==> src/rtl/fetch_stage.sv <==
// fetch_stage: instruction-fetch stage. Owns the PC, drives the imem read port
// and registers the fetched word into the fetch/decode (F/D) pipeline register.
// Latency: imem word at o_imem_raddr in cycle N appears on o_fd_* in cycle N+1.
// Backpressure: i_stall freezes PC and F/D. Redirect, flush and halt take
// priority over stall.
//
// Optional feature macro: FETCH_PERF_CNT_EN adds the o_fetch_count and
// o_stall_count performance counters. Without it those ports are absent.
//
// Ports:
//   i_clk, i_rst_n        clock, synchronous active-low reset
//   o_imem_raddr          imem read address (= pc_q, always word aligned)
//   i_imem_rdata          imem word, combinationally valid in the same cycle
//   i_stall / i_flush     decode backpressure / invalidate F/D
//   i_redirect_valid/_pc  resolved taken branch/jump and its target
//   i_halt                ebreak retired, stop fetching
//   o_fd_*                F/D register: valid, inst, pc, pc+4, trap
//   o_halted              fetch stage is in HALT
//   o_fetch_count/o_stall_count  (FETCH_PERF_CNT_EN only) saturating counters

module fetch_stage #(
  parameter logic [31:0] RESET_ADDR = 32'h0000_0000,
  parameter logic [31:0] NOP_INST   = 32'h0000_0013
) (
  input  logic        i_clk,
  input  logic        i_rst_n,
  output logic [31:0] o_imem_raddr,
  input  logic [31:0] i_imem_rdata,
  input  logic        i_stall,
  input  logic        i_flush,
  input  logic        i_redirect_valid,
  input  logic [31:0] i_redirect_pc,
  input  logic        i_halt,
  output logic        o_fd_valid,
  output logic [31:0] o_fd_inst,
  output logic [31:0] o_fd_pc,
  output logic [31:0] o_fd_pc4,
  output logic        o_fd_trap,
`ifdef FETCH_PERF_CNT_EN
  output logic [31:0] o_fetch_count,
  output logic [31:0] o_stall_count,
`endif
  output logic        o_halted
);

  typedef enum logic [1:0] {
    BOOT = 2'd0,
    RUN  = 2'd1,
    HALT = 2'd2
  } state_t;

  state_t      state_q, state_d;
  logic [31:0] pc_q, pc_d;
  logic        fd_valid_q, fd_valid_d;
  logic [31:0] fd_inst_q, fd_inst_d;
  logic [31:0] fd_pc_q, fd_pc_d;
  logic [31:0] fd_pc4_q, fd_pc4_d;
  logic        fd_trap_q, fd_trap_d;
  logic        halted_q;

  logic [31:0] pc_plus4;
  logic        redirect_aligned;

  assign pc_plus4         = pc_q + 32'd4;
  assign redirect_aligned = (i_redirect_pc[1:0] == 2'b00);

  // Next-state and next F/D contents. Invalidating F/D clears valid, inst and
  // trap; the pc/pc4 fields keep their old values since nothing consumes them
  // while valid is low.
  always_comb begin
    state_d    = state_q;
    pc_d       = pc_q;
    fd_valid_d = fd_valid_q;
    fd_inst_d  = fd_inst_q;
    fd_pc_d    = fd_pc_q;
    fd_pc4_d   = fd_pc4_q;
    fd_trap_d  = fd_trap_q;

    case (state_q)
      BOOT: begin
        // One idle cycle with pc_q = RESET_ADDR before the first fetch.
        state_d = i_halt ? HALT : RUN;
      end

      RUN: begin
        if (i_halt) begin
          state_d    = HALT;
          fd_valid_d = 1'b0;
          fd_inst_d  = NOP_INST;
          fd_trap_d  = 1'b0;
        end else if (i_redirect_valid) begin
          if (redirect_aligned) begin
            // Stall is deliberately ignored: the word in F/D is wrong-path.
            pc_d       = i_redirect_pc;
            fd_valid_d = 1'b0;
            fd_inst_d  = NOP_INST;
            fd_trap_d  = 1'b0;
          end else begin
            // Misaligned target: hand a trap marker to decode carrying the
            // unaligned address, then stop fetching.
            pc_d       = {i_redirect_pc[31:2], 2'b00};
            fd_valid_d = 1'b1;
            fd_inst_d  = NOP_INST;
            fd_pc_d    = i_redirect_pc;
            fd_pc4_d   = i_redirect_pc + 32'd4;
            fd_trap_d  = 1'b1;
            state_d    = HALT;
          end
        end else if (i_flush) begin
          pc_d       = pc_plus4;
          fd_valid_d = 1'b0;
          fd_inst_d  = NOP_INST;
          fd_trap_d  = 1'b0;
        end else if (!i_stall) begin
          pc_d       = pc_plus4;
          fd_valid_d = 1'b1;
          fd_inst_d  = i_imem_rdata;
          fd_pc_d    = pc_q;
          fd_pc4_d   = pc_plus4;
          fd_trap_d  = 1'b0;
        end
      end

      HALT: begin
        // Only a pending trap entry can still be valid here; it stays until
        // decode accepts it (one cycle with i_stall low).
        if (fd_valid_q && !i_stall) begin
          fd_valid_d = 1'b0;
          fd_inst_d  = NOP_INST;
          fd_trap_d  = 1'b0;
        end
      end

      default: begin
        state_d = BOOT;
      end
    endcase
  end

  always_ff @(posedge i_clk) begin
    if (!i_rst_n) begin
      state_q <= BOOT;
    end else begin
      state_q <= state_d;
    end
  end

  always_ff @(posedge i_clk) begin
    if (!i_rst_n) begin
      pc_q       <= RESET_ADDR;
      fd_valid_q <= 1'b0;
      fd_inst_q  <= NOP_INST;
      fd_pc_q    <= 32'd0;
      fd_pc4_q   <= 32'd0;
      fd_trap_q  <= 1'b0;
      halted_q   <= 1'b0;
    end else begin
      pc_q       <= pc_d;
      fd_valid_q <= fd_valid_d;
      fd_inst_q  <= fd_inst_d;
      fd_pc_q    <= fd_pc_d;
      fd_pc4_q   <= fd_pc4_d;
      fd_trap_q  <= fd_trap_d;
      halted_q   <= (state_d == HALT);
    end
  end

  assign o_imem_raddr = pc_q;
  assign o_fd_valid   = fd_valid_q;
  assign o_fd_inst    = fd_inst_q;
  assign o_fd_pc      = fd_pc_q;
  assign o_fd_pc4     = fd_pc4_q;
  assign o_fd_trap    = fd_trap_q;
  assign o_halted     = halted_q;

`ifdef FETCH_PERF_CNT_EN
  logic        in_run_plain;
  logic        fetch_inc;
  logic        stall_inc;
  logic [31:0] fetch_cnt_q;
  logic [31:0] stall_cnt_q;

  // RUN edge where none of halt/redirect/flush wins.
  assign in_run_plain = (state_q == RUN) && !i_halt && !i_redirect_valid && !i_flush;
  assign fetch_inc    = in_run_plain && !i_stall;
  assign stall_inc    = in_run_plain &&  i_stall;

  always_ff @(posedge i_clk) begin
    if (!i_rst_n) begin
      fetch_cnt_q <= 32'd0;
      stall_cnt_q <= 32'd0;
    end else begin
      if (fetch_inc && (fetch_cnt_q != 32'hFFFF_FFFF)) begin
        fetch_cnt_q <= fetch_cnt_q + 32'd1;
      end
      if (stall_inc && (stall_cnt_q != 32'hFFFF_FFFF)) begin
        stall_cnt_q <= stall_cnt_q + 32'd1;
      end
    end
  end

  assign o_fetch_count = fetch_cnt_q;
  assign o_stall_count = stall_cnt_q;
`endif

endmodule
==> config.mk <==
export PLATFORM = sky130hd
export DESIGN_NAME = fetch_stage
export DESIGN_NICKNAME = d
export VERILOG_FILES = /design/src/rtl/fetch_stage.sv
export SDC_FILE = /design/constraint.sdc
export NUM_CORES = 1
export LEC_CHECK = 0
export CAP_MARGIN = 20
export CORE_ASPECT_RATIO = 2
export CORE_MARGIN = 8
export CORE_UTILIZATION = 45
export CTS_BUF_LIST = sky130_fd_sc_hd__clkbuf_8
export DETAILED_ROUTE_END_ITERATION = 10
export GPL_TIMING_DRIVEN = 1
export PLACE_DENSITY_LB_ADDON = 0.1
export SETUP_SLACK_MARGIN = 0.05
export SYNTH_ARGS = -nofsm -noshare
export SYNTH_HDL_FRONTEND = slang
export SYNTH_SLANG_ARGS = --single-unit
==> constraint.sdc <==
create_clock -name i_clk -period 1.8 [get_ports i_clk]
set_input_delay 0.27 -clock i_clk [delete_from_list [all_inputs] [get_ports i_clk]]
set_output_delay 0.27 -clock i_clk [all_outputs]
set_load 0.1 [all_outputs]
==> results of run 1 <==
## how the worst max path moves through the flow
stage,start,to,slack (ns),cells past startpoint
2_1_floorplan,o_imem_raddr[2],o_imem_raddr[30],-0.14,6
3_3_place_gp,i_redirect_pc[14],o_fd_pc4[26],-0.42,7
3_5_place_dp,i_redirect_pc[14],o_fd_pc4[26],-0.48,7
4_1_cts,state_q[1],o_fd_pc[18],-0.006,6
5_1_grt,o_imem_raddr[2],o_fd_pc4[25],-0.03,7
6_report,o_imem_raddr[2],o_fd_pc4[28],0.01,7
## flip-flops by register name, summed over array words and instances, names as in the netlist
register,count
o_imem_raddr,32
state_q,2
o_fd_valid,1
o_fd_inst,32
o_fd_pc4,30
o_halted,1
o_fd_trap,1
o_fd_pc,32
## logic make-up (layout without fill, tap and decap cells)
kind of cell | after synthesis | count (layout) | synth area share (%)
AO/OA/AOI/OAI | 231 | 231 | 21.6
XOR/XNOR | 38 | 38 | 4.67
adder cells (fa/ha/maj) | 2 | 2 | 0.351
buffers and inverters | 97 | 396 | 6.33
flip-flops | 131 | 131 | 36.8
multiplexers | 22 | 22 | 3.12
other | 0 | 1 | 0
AND/OR/NAND/NOR | 357 | 357 | 27.2
## through the flow
stage	TNS, ns	std cells	hold slack, ns	cell area (um2)	power, W
after floorplan	-1.54	878	0.422	7410	0.00386
after global placement	-33.91	1325	0.438	11000	0.00451
after detailed placement	-37.54	1325	0.443	11000	0.00453
after CTS	-0.00676	1357	0.200	11500	0.00722
after global routing	-0.0622	1379	0.246	12000	0.00747
final	0	1379	0.226	12000	0.00727
## what timing repair did
action	in CTS	in global routing
setup endpoints to repair	46	82
cloned	0	5
buffers inserted	0	16
hold buffers	0	0
pin swaps	0	15
resized for setup	21	61
## layout make-up
class / count / area, um2 / area share, %
clock inverters: 15 / 176 / 1.47
inverters: 12 / 45.0 / 0.374
diodes: 1 / 2.50 / 0.0208
clock buffers: 17 / 234 / 1.95
flip-flops and latches: 131 / 2730 / 22.7
repair buffers: 352 / 4130 / 34.3
multi-input cells: 650 / 4460 / 37.1
well taps: 201 / 251 / 2.09
## routing by layer
layer / GRT usage, % / up-vias / share of wire (%)
met5: 0 / - / 0.096
li1: - / 3776 / -
met4: 10.0 / 4 / 3.6
met1: 30.1 / 3851 / 38
met2: 42.8 / 410 / 51
met3: 5.03 / 81 / 7.4
## report_power, final
part	leakage (nW)	switching, W	total [W]	internal, W
combinational	3.41	0.000943	0.00156	0.000618
clock	0.218	0.00134	0.00272	0.00139
sequential	1.08	0.0000614	0.00299	0.00293
## cell usage in the layout (no fill, tap or decap), types with 6 or more instances in the layout
master / Yosys / layout
sky130_fd_sc_hd__nor4_2: 4 / 10
sky130_fd_sc_hd__dlymetal6s2s_1: 0 / 9
sky130_fd_sc_hd__dfxtp_1: 131 / 100
sky130_fd_sc_hd__clkdlybuf4s50_1: 0 / 56
sky130_fd_sc_hd__o31ai_1: 12 / 11
sky130_fd_sc_hd__nand4_1: 8 / 8
sky130_fd_sc_hd__clkbuf_8: 0 / 17
sky130_fd_sc_hd__a21oi_1: 58 / 56
sky130_fd_sc_hd__dfxtp_4: 0 / 27
sky130_fd_sc_hd__nor4_4: 5 / 8
sky130_fd_sc_hd__a22oi_1: 11 / 11
sky130_fd_sc_hd__a311oi_1: 12 / 12
sky130_fd_sc_hd__o31a_1: 7 / 7
sky130_fd_sc_hd__inv_1: 10 / 11
sky130_fd_sc_hd__mux2i_1: 20 / 20
sky130_fd_sc_hd__a211oi_1: 24 / 23
sky130_fd_sc_hd__and3_1: 10 / 7
sky130_fd_sc_hd__buf_12: 0 / 95
sky130_fd_sc_hd__nor3_1: 32 / 26
sky130_fd_sc_hd__nand3_1: 63 / 59
sky130_fd_sc_hd__nor3_2: 3 / 6
sky130_fd_sc_hd__o21a_1: 18 / 18
sky130_fd_sc_hd__xnor2_1: 33 / 32
sky130_fd_sc_hd__buf_4: 6 / 178
sky130_fd_sc_hd__nor2_1: 71 / 70
sky130_fd_sc_hd__or2_2: 7 / 7
sky130_fd_sc_hd__nand2_1: 95 / 93
sky130_fd_sc_hd__o21ai_0: 47 / 41
## critical path: cells and delay by family (launching register included)
family,cells,cell delay (ns)
xor gates and xnor gates,1,0.08
and+or+nand+nor,3,0.67
adders and majority gates,1,0.16
DFF,1,0.37
buffers and inverters,1,0.14
AOI/OAI and AO/OA,1,0.27
==> impl_metrics.json, run 1 <==
{
  "status": "complete, no violations",
  "grt_start_max_net_pins": 67,
  "dieArea_um2": 20400,
  "finalClockSkew_ns": 0.0219,
  "relSlewSlack_pct": 69.1,
  "clock_tree_from_tritoncts": "done",
  "ir_drop_mv": 0.460,
  "grt_pass1_wl_mm": 41.5,
  "ys_async_sr_fraction_pct": 0,
  "post_synth_main_area_contributors": "sky130_fd_sc_hd__dfxtp_1, sky130_fd_sc_hd__nand2_1, sky130_fd_sc_hd__nand3_1, sky130_fd_sc_hd__a21oi_1, sky130_fd_sc_hd__xnor2_1",
  "hold_path_class": "in2reg",
  "synth_warnings": 0,
  "drv_cap": 0,
  "gp_congestion": 0.895,
  "hold_crit_endpoint": "o_fd_inst[0]",
  "commonest_cells_in_the_netlist": "sky130_fd_sc_hd__dfxtp_1, sky130_fd_sc_hd__nand2_1, sky130_fd_sc_hd__nor2_1, sky130_fd_sc_hd__nand3_1, sky130_fd_sc_hd__a21oi_1",
  "synth_largest_type_area_fraction_pct": 36.8,
  "avgRoutedWirePerCell_um": 20.3,
  "final-setup-viol-count": 0,
  "worstReg2RegEnd": "o_fd_pc4[28]",
  "synth_largest_area_cell": "sky130_fd_sc_hd__dfxtp_1",
  "synthesis.instances": 878,
  "drtIter0Drc": 545,
  "power.density_cell_area_nw_per_um2": 605,
  "first_global_vias": 7743,
  "worst_setup_path_start_kind": "flip-flop",
  "route.detailed.vias_per_inst": 5.89,
  "numPortBuffers": 200,
  "cts_root_buf": "sky130_fd_sc_hd__clkbuf_8",
  "final.period_utilization_pct": 99.2,
  "drcViolationCount": 0,
  "synth.most_common_cell": "sky130_fd_sc_hd__dfxtp_1",
  "clock_sink_count": 131,
  "worst_r2r_path_depth": 7,
  "placementRows": 65,
  "worst_slew_pin_slew_ns": 0.463,
  "pleak_nw": 4.71,
  "synth.avg_cell_area_um2": 8.12,
  "drive_above_1_share_pct": 37.6,
  "layout.nets": 1236,
  "antenna_found_initial": 3,
  "path_class": "reg2reg",
  "filler_cell_count": 1063,
  "crit_path_max_incr_delay_ns": 0.44,
  "r2r_setup_slack_ns": 0.01,
  "core_area_um2": 15600,
  "postSynthNetCount": 950,
  "worst_ep_arrival_time_ns": 2.14,
  "synth.cell_area_um2": 7130,
  "maxSlewViolCount": 0,
  "gr-total-overflow": 0,
  "final_hold_vio_count": 0,
  "grt_util_all_layers_pct": 25.2,
  "fin_util_pct": 77.0,
  "num_io_pins": 201,
  "ys_ff_latch": 131,
  "worstPathRequired_ns": 2.15,
  "die-width_um": 105,
  "cts_htree_levels": 4,
  "postSynth.topFlopCell": "sky130_fd_sc_hd__dfxtp_1",
  "synth_edf_count": 0,
  "initial_core_util_pct": 45.7,
  "period_minus_slack_ns": 1.79,
  "synth_sequential_area_ratio_pct": 36.8,
  "synthesis_to_finish_area_growth_pct": 68.7,
  "hold-path-cell-count": 2,
  "rsz_0062_raised_after_global_routing": "yes",
  "clock_path_buffers": 2,
  "crit_path_max_fanout": 4,
  "drt_first_pass_iters": 5,
  "min_from": "i_rst_n",
  "critical_path.reg2reg.startpoint": "o_imem_raddr[2]",
  "crit_slowest_cell": "sky130_fd_sc_hd__or3_4",
  "achievable-frequency_mhz": 560,
  "timing.final.ws_setup_ns": 0.0148,
  "die_h_um": 194,
  "synthDistinctLibCells": 74,
  "cts-buffers-inserted": 17,
  "worstSetupEndpointType": "flip-flop",
  "clock_insertion_delay_worst_skew_ns": 0.46,
  "route.vias.total": 8122,
  "ant_nets": 0,
  "worst_setup_hold_path_clk_slew_ns": 0.09,
  "crit_chain": "ha_4 -> nand4_4 -> or3_4 -> buf_12 -> nor3_4 -> xnor2_1 -> a221oi_1",
  "dp_worst_slack_ns": -0.483,
  "route.final.wire_length_mm": 28.0,
  "dp_hpwl_mm": 19.3
}
Power figures use the tool's default switching activity.
==> run 2: changes to the inputs <==
--- a/config.mk
+++ b/config.mk
@@ -6,7 +6,7 @@
 export NUM_CORES = 1
 export LEC_CHECK = 0
 export CAP_MARGIN = 20
-export CORE_ASPECT_RATIO = 2
+export CORE_ASPECT_RATIO = 0.5
 export CORE_MARGIN = 8
 export CORE_UTILIZATION = 45
 export CTS_BUF_LIST = sky130_fd_sc_hd__clkbuf_8
==> run 2 against run 1 <==
  * The flow now finishes with violations (negative setup slack)
  * Fmax down 1.1%
  * Final area fell by 2.0%
  * First-iteration DRC count up 44%
  * Critical path depth unchanged
  * Largest cell class unchanged
  * Critical path type unchanged
  * Sequential power barely moved
  * Via count rose by 1.1%
  * Flip-flop and latch count unchanged
==> impl_metrics.json, run 2 (synthesis gave the netlist of run 1 again) <==
{
  "status": "complete, but fails checks",
  "violated_checks": "negative setup slack",
  "route.detailed.vias_per_inst": 5.93,
  "ir_drop_mv": 0.542,
  "grt_start_max_net_pins": 97,
  "period_minus_slack_ns": 1.80,
  "drv_cap": 0,
  "crit_path_max_incr_delay_ns": 0.45,
  "gr-total-overflow": 0,
  "synthesis_to_finish_area_growth_pct": 65.2,
  "clock_path_buffers": 2,
  "drcViolationCount": 0,
  "dieArea_um2": 20400,
  "drt_first_pass_iters": 7,
  "grt_pass1_wl_mm": 42.6,
  "power.density_cell_area_nw_per_um2": 605,
  "report.power.total_w": 0.00713,
  "antenna_found_initial": 0,
  "commonest_cells_after_routing_fill_and_taps_aside": "sky130_fd_sc_hd__buf_4, sky130_fd_sc_hd__dfxtp_1, sky130_fd_sc_hd__nand2_1",
  "r2r_setup_slack_ns": -0.005,
  "cts-buffers-inserted": 17,
  "crit_chain": "ha_4 -> nand4_4 -> or3_4 -> nor3_4 -> buf_4 -> o21a_1 -> o32ai_1",
  "met3_wirelength_mm": 3.37,
  "avgRoutedWirePerCell_um": 20.5,
  "cp.buffers_inverters": 1,
  "hold_ws_ns": 0.202,
  "relSlewSlack_pct": 68.3,
  "routed.top_layer": "met4",
  "finalClockSkew_ns": 0.0123,
  "post-place-cells": 1327,
  "route.vias.total": 8215,
  "worstPathRequired_ns": 2.13,
  "critical-path-top-delay-family": "simple AND/OR/NAND/NOR gates",
  "grt_util_all_layers_pct": 25.4,
  "met1_length_mm": 11.2,
  "first_global_vias": 7903,
  "layout.nets": 1240,
  "crit_path_max_fanout": 4,
  "clock_insertion_delay_worst_skew_ns": 0.45,
  "cts_root_buf": "sky130_fd_sc_hd__clkbuf_8",
  "worstSetupEndpointType": "flip-flop",
  "crit_slowest_cell": "sky130_fd_sc_hd__or3_4",
  "clock_tree_from_tritoncts": "done",
  "die_h_um": 105,
  "fin_util_pct": 76.2,
  "num_io_pins": 201,
  "layout.cells.most_common": "sky130_fd_sc_hd__buf_4",
  "pleak_nw": 4.61,
  "worst_slew_pin_slew_ns": 0.476,
  "gp_congestion": 0.890,
  "ant_nets": 0,
  "routed-wl-met2_mm": 13.0,
  "cts_htree_levels": 4,
  "worst_setup_path_start_kind": "flip-flop",
  "postCtsHoldBufs": 0,
  "antenna_cells": 0,
  "maxSlewViolCount": 0,
  "drive_above_1_share_pct": 37.8,
  "worst_setup_hold_path_clk_slew_ns": 0.09,
  "layoutNonFillerInstCount": 1385,
  "timing.final.ws_setup_ns": -0.00498,
  "core_area_um2": 15500,
  "final-setup-viol-count": 1,
  "die-width_um": 194,
  "achievable-frequency_mhz": 554,
  "final_hold_vio_count": 0,
  "rsz_0062_raised_after_global_routing": "yes",
  "final.period_utilization_pct": 100,
  "route.final.wire_length_mm": 28.4,
  "placementRows": 32,
  "dp_hpwl_mm": 19.6,
  "clock_sink_count": 131,
  "numPortBuffers": 200,
  "drtIter0Drc": 784,
  "worst_ep_arrival_time_ns": 2.14,
  "hold_path_class": "in2reg",
  "path_class": "reg2reg",
  "initial_core_util_pct": 46.1
}
run 2: cell type report:
class	instances	area (um2)
clock buffers	18	248
clock inverters	14	151
fillers	1069	3670
inverters	12	45.0
multi-input cells	650	4420
flip-flops and latches	131	2730
well taps	204	255
repair buffers	356	3940
run 2: worst reg2reg max path, stage by stage (launching register included):
cell,delay [ns]
sky130_fd_sc_hd__dfxtp_4,0.39
sky130_fd_sc_hd__ha_4,0.16
sky130_fd_sc_hd__nand4_4,0.12
sky130_fd_sc_hd__or3_4,0.45
sky130_fd_sc_hd__nor3_4,0.26
sky130_fd_sc_hd__buf_4,0.15
sky130_fd_sc_hd__o21a_1,0.10
sky130_fd_sc_hd__o32ai_1,0.07
run 2: path summary, 6_finish.rpt:
path                                      start                to  cells after the start
worst min-delay path                    i_rst_n  o_imem_raddr[17]                      2
worst max-delay path            o_imem_raddr[3]  o_imem_raddr[26]                      7
worst max register to register  o_imem_raddr[3]  o_imem_raddr[26]                      7
worst min register to register    o_fd_inst[31]     o_fd_inst[31]                      2
run 2: report_power, final:
group          switching (W)  total [W]  internal (W)
Sequential         0.0000576    0.00298       0.00292
Combinational       0.000931    0.00152      0.000589
Clock                0.00134    0.00263       0.00129
Total                0.00233    0.00713       0.00480
run 2: metrics by stage:
step / setup TNS, ns / area, um2 / setup slack (ns)
3_3_place_gp: -22.15 / 10800 / -0.460
2_1_floorplan: -1.54 / 7410 / -0.137
3_5_place_dp: -29.13 / 10800 / -0.503
6_report: -0.00498 / 11800 / -0.00498
5_1_grt: -0.178 / 11800 / -0.0630
4_1_cts: 0 / 11300 / 0.0237
run 2: repair_timing:
item,4_1_cts,5_1_grt
gates cloned,0,3
pin swaps,2,21
resized for setup,18,51
setup endpoints to repair,39,61
buffers inserted,2,21
run 2: metal layers:
metal	global-route usage, %	up-vias
li1	-	3774
met1	30.3	3872
met2	41.5	496
met3	10.4	73
met4	8.29	0
met5	0	-
